==> config.mk <==
export PLATFORM = sky130hd
export DESIGN_NAME = display_mode_scheduler
export DESIGN_NICKNAME = d
export VERILOG_FILES = /design/src/rtl/display_mode_scheduler.sv
export SDC_FILE = /design/constraint.sdc
export NUM_CORES = 1
export LEC_CHECK = 0
export BUFFER_PORTS_ARGS = -buffer_cell sky130_fd_sc_hd__buf_2
export CAP_MARGIN = 20
export CORE_MARGIN = 10
export CORE_UTILIZATION = 59
export CTS_CLUSTER_SIZE = 28
export DETAILED_ROUTE_END_ITERATION = 16
export GPL_ROUTABILITY_DRIVEN = 0
export GPL_TIMING_DRIVEN = 1
export PLACE_DENSITY = 0.77
export SLEW_MARGIN = 0
export SYNTH_ARGS = -nofsm -noshare
export SYNTH_HDL_FRONTEND = slang
export SYNTH_SLANG_ARGS = --single-unit
==> constraint.sdc <==
create_clock -name i_pclk -period 2.5 [get_ports i_pclk]
set_clock_uncertainty 0.2 [all_clocks]
set_input_delay 0.25 -clock i_pclk [delete_from_list [all_inputs] [get_ports i_pclk]]
set_output_delay 0.25 -clock i_pclk [all_outputs]
set_load 0.05 [all_outputs]
==> src/rtl/display_mode_scheduler.sv <==
// display_mode_scheduler
//   Frame-synchronous configuration scheduler for the Sobel / posterize filter.
//   Button presses and an auto-cycle frame counter produce a requested display
//   mode. That mode is committed to the filter controls only on a vsync rising
//   edge while the pipeline is idle, so no frame is rendered with mixed settings.
//
// Ports
//   i_pclk          pixel clock, all logic on the rising edge
//   i_srst_n        synchronous active-low reset
//   i_sw_n          raw pushbutton, active low, asynchronous
//   i_vsync         camera frame sync, active high, asynchronous
//   i_pipe_idle     filter pipeline empty (pclk-synchronous)
//   o_posterize_en  posterize stage enable (0 = posterize active)
//   o_display_sel   display select to the filter mux
//   o_auto_mode     auto-cycle active
//   o_cfg_update    one-cycle pulse when a new configuration is committed
module display_mode_scheduler #(
  parameter int unsigned DEBOUNCE_CYCLES = 50000,
  parameter int unsigned DEBOUNCE_WIDTH  = 16,
  parameter int unsigned AUTO_FRAMES     = 60,
  parameter int unsigned FRAME_CNT_WIDTH = 8
) (
  input  logic       i_pclk,
  input  logic       i_srst_n,
  input  logic       i_sw_n,
  input  logic       i_vsync,
  input  logic       i_pipe_idle,
  output logic       o_posterize_en,
  output logic [1:0] o_display_sel,
  output logic       o_auto_mode,
  output logic       o_cfg_update
);

  typedef enum logic [1:0] {S_RUN, S_PEND, S_APPLY} state_t;

  localparam logic [DEBOUNCE_WIDTH-1:0]  DB_LAST    = DEBOUNCE_WIDTH'(DEBOUNCE_CYCLES - 1);
  localparam logic [FRAME_CNT_WIDTH-1:0] FRAME_LAST = FRAME_CNT_WIDTH'(AUTO_FRAMES - 1);

  logic sw_s1, sw_s2;
  logic vs_s1, vs_s2, vs_d, vs_rise;
  logic db_level, db_d, press;
  logic [DEBOUNCE_WIDTH-1:0] db_cnt;

  logic [1:0]                 req_mode, act_mode;
  logic                       auto_q;
  logic [FRAME_CNT_WIDTH-1:0] frame_cnt;

  state_t     state_q, state_d;
  logic       commit;
  logic       post_d;
  logic [1:0] sel_d;
  logic       post_q, upd_q;
  logic [1:0] sel_q;

  // Synchronizers and registered vsync rising-edge pulse
  always_ff @(posedge i_pclk) begin
    if (!i_srst_n) begin
      sw_s1   <= 1'b1;
      sw_s2   <= 1'b1;
      vs_s1   <= 1'b0;
      vs_s2   <= 1'b0;
      vs_d    <= 1'b0;
      vs_rise <= 1'b0;
    end else begin
      sw_s1   <= i_sw_n;
      sw_s2   <= sw_s1;
      vs_s1   <= i_vsync;
      vs_s2   <= vs_s1;
      vs_d    <= vs_s2;
      vs_rise <= vs_s2 & ~vs_d;
    end
  end

  // Debounce: count consecutive samples that differ from the accepted level;
  // a sample matching the accepted level restarts the count.
  always_ff @(posedge i_pclk) begin
    if (!i_srst_n) begin
      db_level <= 1'b1;
      db_d     <= 1'b1;
      db_cnt   <= '0;
      press    <= 1'b0;
    end else begin
      db_d  <= db_level;
      press <= db_d & ~db_level;
      if (sw_s2 == db_level) begin
        db_cnt <= '0;
      end else if (db_cnt == DB_LAST) begin
        db_level <= sw_s2;
        db_cnt   <= '0;
      end else begin
        db_cnt <= db_cnt + 1'b1;
      end
    end
  end

  // Requested mode, auto flag and frame counter; a press overrides an
  // auto-advance arriving in the same cycle.
  always_ff @(posedge i_pclk) begin
    if (!i_srst_n) begin
      req_mode  <= 2'd0;
      auto_q    <= 1'b0;
      frame_cnt <= '0;
    end else if (press) begin
      if (auto_q) begin
        auto_q    <= 1'b0;
        req_mode  <= 2'd0;
        frame_cnt <= '0;
      end else if (req_mode == 2'd3) begin
        auto_q    <= 1'b1;
        req_mode  <= 2'd0;
        frame_cnt <= '0;
      end else begin
        req_mode <= req_mode + 2'd1;
      end
    end else if (auto_q && vs_rise) begin
      if (frame_cnt == FRAME_LAST) begin
        frame_cnt <= '0;
        req_mode  <= req_mode + 2'd1;
      end else begin
        frame_cnt <= frame_cnt + 1'b1;
      end
    end
  end

  // Commit FSM: state register
  always_ff @(posedge i_pclk) begin
    if (!i_srst_n) state_q <= S_RUN;
    else           state_q <= state_d;
  end

  // Commit FSM: next state
  always_comb begin
    state_d = state_q;
    case (state_q)
      S_RUN:   if (req_mode != act_mode) state_d = S_PEND;
      S_PEND: begin
        if (req_mode == act_mode)          state_d = S_RUN;
        else if (vs_rise && i_pipe_idle)   state_d = S_APPLY;
      end
      S_APPLY: state_d = S_RUN;
      default: state_d = S_RUN;
    endcase
  end

  // Commit FSM: outputs. The filter controls are loaded on the edge that
  // enters S_APPLY so the new values appear exactly in the S_APPLY cycle.
  always_comb begin
    commit = (state_q == S_PEND) && (state_d == S_APPLY);
    post_d = 1'b1;
    sel_d  = 2'b00;
    case (req_mode)
      2'd1:    sel_d  = 2'b01;
      2'd2:    sel_d  = 2'b10;
      2'd3:    post_d = 1'b0;
      default: sel_d  = 2'b00;
    endcase
  end

  always_ff @(posedge i_pclk) begin
    if (!i_srst_n) begin
      act_mode <= 2'd0;
      post_q   <= 1'b1;
      sel_q    <= 2'b00;
      upd_q    <= 1'b0;
    end else begin
      upd_q <= commit;
      if (commit) begin
        act_mode <= req_mode;
        post_q   <= post_d;
        sel_q    <= sel_d;
      end
    end
  end

  assign o_posterize_en = post_q;
  assign o_display_sel  = sel_q;
  assign o_auto_mode    = auto_q;
  assign o_cfg_update   = upd_q;

endmodule
======== Yosys cells after proc, flatten, opt, wreduce, memory -nomap -nowiden ========
Cells that the tools add are included.
storage, ports and cells
  flip-flop bits (word level) ............. 44
  input port bits ......................... 5
  output and inout port bits .............. 5
  word-level logic and storage cells ...... 66
operators by class
  $add $sub $neg .......................... 3
  eq/ne operators ......................... 11
  muxes and demuxes ....................... 18
  bitwise logic cells ..................... 6
  reduce and logical (&&, ||, !) cells .... 10
operators with widths
  kind                   count
  $mux 8                 5
  $add 16x1->16 const B  1
  $eq 16x16->1 const B   1
  $mux 2                 8
  $add 8x1->8 const B    1
  $eq 8x6->1 const B     1
  $pmux 2 s2             2
  $eq 2x2->1 const B     3
  $reduce_and 2->1       3
  $eq 2x1->1 const B     2
  $not 1->1              4
  $reduce_bool 2->1      2
  $logic_and 1x1->1      3
  $mux 1                 3
  $ne 3x1->1 const B     1
  $reduce_or 3->1        1
  $add 2x1->2 const B    1
  $and 1x1->1            2
  $eq 2x2->1             1
  $logic_not 2->1        1
  $ne 2x2->1             1
  $eq 1x1->1             1

======== Logic depth before layout (Yosys ltp) ========
  depth after elaboration ................. 6
  gate-level depth with buffers ........... 6
  gate-level depth less buffers ........... 5

======== Worst setup path after synthesis ========
Ideal clock, no wire load.
  kind .................................... reg2reg
  from .................................... register auto_q, in the netlist o_auto_mode
  to ...................................... register frame_cnt[0]
  library setup time ...................... 0.130 ns
  arrival ................................. 1.601 ns
  required time ........................... 2.170 ns
  setup slack ............................. 0.569 ns
  cell stages (with the launch flop) ...... 5
  buffers on the path ..................... 0
  period minus slack after synthesis ...... 1.931 ns
  cells stage by stage .................... dfxtp_1 -> o21ai_1 -> and2_1 -> o21ai_1 -> nor2_1
between the ends
  longest elaborated chain between the ends .. 3
  elaborated cells between the ends (all ways) .. 6
  those cells by class .................... 1 x eq/ne; 2 x mux; 3 x reduce/logical
RTL lines
  what                                RTL line  text
  start, declared                     45        logic auto_q;
  start signal, assigned              101       auto_q <= 1'b0;
  start signal, assigned              105       auto_q <= 1'b0;
  start signal, assigned              109       auto_q <= 1'b1;
  $logic_and 1x1->1                   115       end else if (auto_q && vs_rise) begin
  $reduce_bool 2->1 (no source line)  -
  $reduce_and 2->1 (no source line)   -
  end signal, assigned                120       frame_cnt <= frame_cnt + 1'b1;
  end, declared                       46        logic [FRAME_CNT_WIDTH-1:0] frame_cnt;
Several ways; a longest one is shown, not always the timed one.
A chain may end at the register's enable or synchronous reset.

======== Worst setup path in the final report ========
  from .................................... register db_cnt[0]
  to ...................................... register db_cnt[4]
between the ends
  longest elaborated chain between the ends .. 2
  elaborated cells between the ends (all ways) .. 3
  those cells by class .................... 1 x add/sub; 1 x eq/ne; 1 x reduce/logical
RTL lines
  what                                                   RTL line  text
  start, declared                                        42        logic [DEBOUNCE_WIDTH-1:0] db_cnt;
  start signal, assigned                                 91        db_cnt <= db_cnt + 1'b1;
  branches (longest 2 deep; another with $add 16x1->16)  -
Several ways; the timed one is not identified.

==> results_dict.tcl <==
set metrics [dict create \
    final_cell_area_um2 2050 \
    post_cts_buffers 0 \
    avgSynthCellArea_um2 9.22 \
    ios 10 \
    post-route-period-util_pct 82.0 \
    fmax_ghz 0.488 \
    hold_end "db_level" \
    num-fill-cells 261 \
    grt-ovfl-total 0 \
    fin_crit_ns 2.05 \
    power_frac_clock_pct 39.0 \
    first_pass_iters 4 \
    yosys.area.top_type_share_pct 47.8 \
    clk-insertion-delay-late_ns 0.35 \
    crit_type "reg -> reg" \
    dp.cells 250 \
    crit_chain "ha_1 -> nand3_1 -> nand4b_1 -> nand3_1 -> nor2_1" \
    setup_viol 0 \
    detailed_place_hpwl_um 2240 \
    grt_pass1_wl_um 5730 \
    grt_pass1_vias 1338 \
    reg2reg_depth 5 \
    crit_fanout 15 \
    power-per-cell-area_nw_per_um2 581 \
    antenna_found_initial 0 \
    syn_area_um2 1840 \
    initial_core_util_pct 60.9 \
    cts_buffer_depth 2 \
    die_height_um 75.9 \
    start_kind "flop" \
    drt-initial-drc-count 99 \
    r2r_slack_ns 0.45 \
    synthCells 200 \
    p_sw_uw 237 \
    cts_buffers 5 \
    power_frac_comb_pct 1.7 \
    internal_power_uw 954 \
    syn_nets 210 \
    n_antenna_cell 0 \
    fin_cells 261 \
    regToRegStartpoint "db_cnt[0]" \
    tightest_slew_ns 0.547 \
    timing.slew.headroom_pct 63.4 \
    grt_setup_unrepaired "no" \
    avgRoutedWirePerCell_um 12.2 \
    placedInstanceArea_um2 1930 \
    final_hold_viol_count 0 \
    grtUsageTotal_pct 12.6 \
    switching_share_pct 19.9 \
    row_count 20 \
    max_stage_delay_ns 0.47 \
    cts.sinks 44 \
    yosysTopAreaCell "dfxtp_1" \
    ir_drop_mv 0.413 \
    vias 1383 \
    ys_seq_area_share_pct 47.8 \
    core_um2 3030 \
    sequentialPowerShare_pct 59.4 \
    critPathSlowestCell "nand3_1" \
    nets 226 \
    p_leak_uw 0.000710 \
    syn_to_final_growth_pct 11.3 \
    arrival_ns 2.08 \
    ys_ff_latch 44 \
    max_cap_viol_count 0 \
    async_flop_share_pct 0 \
    clk_pin_slew_ns 0.13 \
    cts_tree "built" \
    synth_flop_cell "dfxtp_1" \
    root_buffer "clkbuf_4" \
    maxSlewViolCount 0 \
    hold_path.class "in -> reg" \
    layout-drive-gt1-share_pct 8.29 \
    critPathRequiredTime_ns 2.53 \
    status "complete, no violations" \
    crit_path_frequent_cell "nand3_1" \
    drt_wl_total_um 3180 \
    synth_cell_types 33 \
    rr_endpoint "db_cnt[4]" \
    tns_ns 0 \
    grt_max_degree 22 \
    ant_nets 0 \
    die_area_um2 5760 \
    cp-end-kind "flop" \
    yosysWarnings 0 \
    htree_levels 2 \
    drc 0 \
    final_util_pct 67.7 \
    die_w_um 75.9 \
    io_buffers 9 \
    min_from "i_srst_n" \
    via_per_inst 5.30 \
    synth-edff-count 0 \
    whs_path_depth 2 \
    synth.top_cells.by_area "dfxtp_1 (48%), xnor2_1 (9.0%), nor2_1 (5.9%)" \
]
layout make-up:
type / count / area, um2 / area share [%]
Multi-Input combinational cell: 145 / 920 / 44.8
Sequential cell: 44 / 881 / 43.0
Timing Repair Buffer: 12 / 75.1 / 3.66
Tap cell: 44 / 55.1 / 2.68
Clock buffer: 6 / 51.3 / 2.50
Clock inverter: 2 / 38.8 / 1.89
Inverter: 8 / 30.0 / 1.46
per-layer routing:
| metal | track usage [%] | vias up | wire length [um] |
|---|---|---|---|
| met3 | 5.21 | 5 | 132 |
| met1 | 14.9 | 647 | 1500 |
| met2 | 20.7 | 15 | 1530 |
| met4 | 2.89 | 0 | 23 |
| li1 | - | 716 | - |
| met5 | 0 | - | 0 |
registers in the layout, summed over array words and instances, names as in the netlist, 2 cells and up:
register	flops
o_display_sel	2
req_mode	2
act_mode	2
db_cnt	16
state_q	2
frame_cnt	8
synthesized netlist by cell type (4+ instances only):
cell and n:
mux2i_1 4, xnor2_1 19, nand3_1 6, nand4_1 5, o21ai_0 4, inv_1 8
nor2b_1 5, nor2_1 29, a21oi_1 6, a211oi_1 5, nor3_1 6, nand2_1 16
and2_1 6, dfxtp_1 44, ha_1 5
worst max-delay path: cells and delay by family, from the launching register on:
| kind | cells | cell delay [ns] |
|---|---|---|
| adders and majority gates | 1 | 0.22 |
| DFF | 1 | 0.40 |
| and+or+nand+nor | 4 | 1.11 |
logic make-up (layout without fill, tap and decap cells):
kind of cell               count (synthesis)  count (layout)  share of synthesized area (%)
muxes                                      4               4                           2.17
adders and majority gates                  5               5                           3.39
and+or+nand+nor                           91              91                           25.9
AOI/OAI and AO/OA                         23              23                           8.01
DFF                                       44              44                           47.8
xor gates and xnor gates                  22              22                           10.5
buffers and inverters                     11              28                           2.31
layout by cell type, fill, tap and decap left out, types with 6 or more instances in the layout:
cell	netlist	layout
a21oi_1	6	6
and2_1	6	6
buf_2	1	9
dfxtp_1	44	44
inv_1	8	8
nand2_1	16	16
nand3_1	6	6
nor2_1	29	29
nor3_1	6	6
xnor2_1	19	19
through the flow:
step | hold WS, ns | total power [uW] | worst slack [ns]
floorplan | 0.151 | 733 | 0.569
global placement | 0.174 | 739 | 0.585
detailed placement | 0.191 | 739 | 0.499
CTS | 0.0107 | 1200 | 0.436
global route | 0.0151 | 1240 | 0.228
finish | 0.0151 | 1190 | 0.451
what timing repair did:
| action | in CTS | in global routing |
|---|---|---|
| resized for setup | 0 | 0 |
| hold buffers | 3 | 0 |
| endpoints found under the hold margin | 3 | 0 |
worst max path at each step:
| stage | startpoint | endpoint | slack, ns |
|---|---|---|---|
| final | db_cnt[0] | db_cnt[4] | 0.45 |
| after global routing | db_cnt[0] | db_cnt[10] | 0.23 |
| after CTS | db_cnt[0] | db_cnt[4] | 0.44 |
| after detailed placement | db_cnt[0] | db_cnt[10] | 0.50 |
| after global placement | db_cnt[0] | db_cnt[13] | 0.58 |
| after floorplan | o_auto_mode | frame_cnt[0] | 0.57 |
power groups by stage:
stage | sequential (uW) | clock (uW) | combinational (uW)
2_1_floorplan | 722 | 0 | 11.0
3_3_place_gp | 723 | 0 | 15.9
3_5_place_dp | 723 | 0 | 16.4
4_1_cts | 707 | 475 | 20.2
5_1_grt | 708 | 510 | 22.1
6_report | 707 | 464 | 20.0
Power figures use the tool's default switching activity.
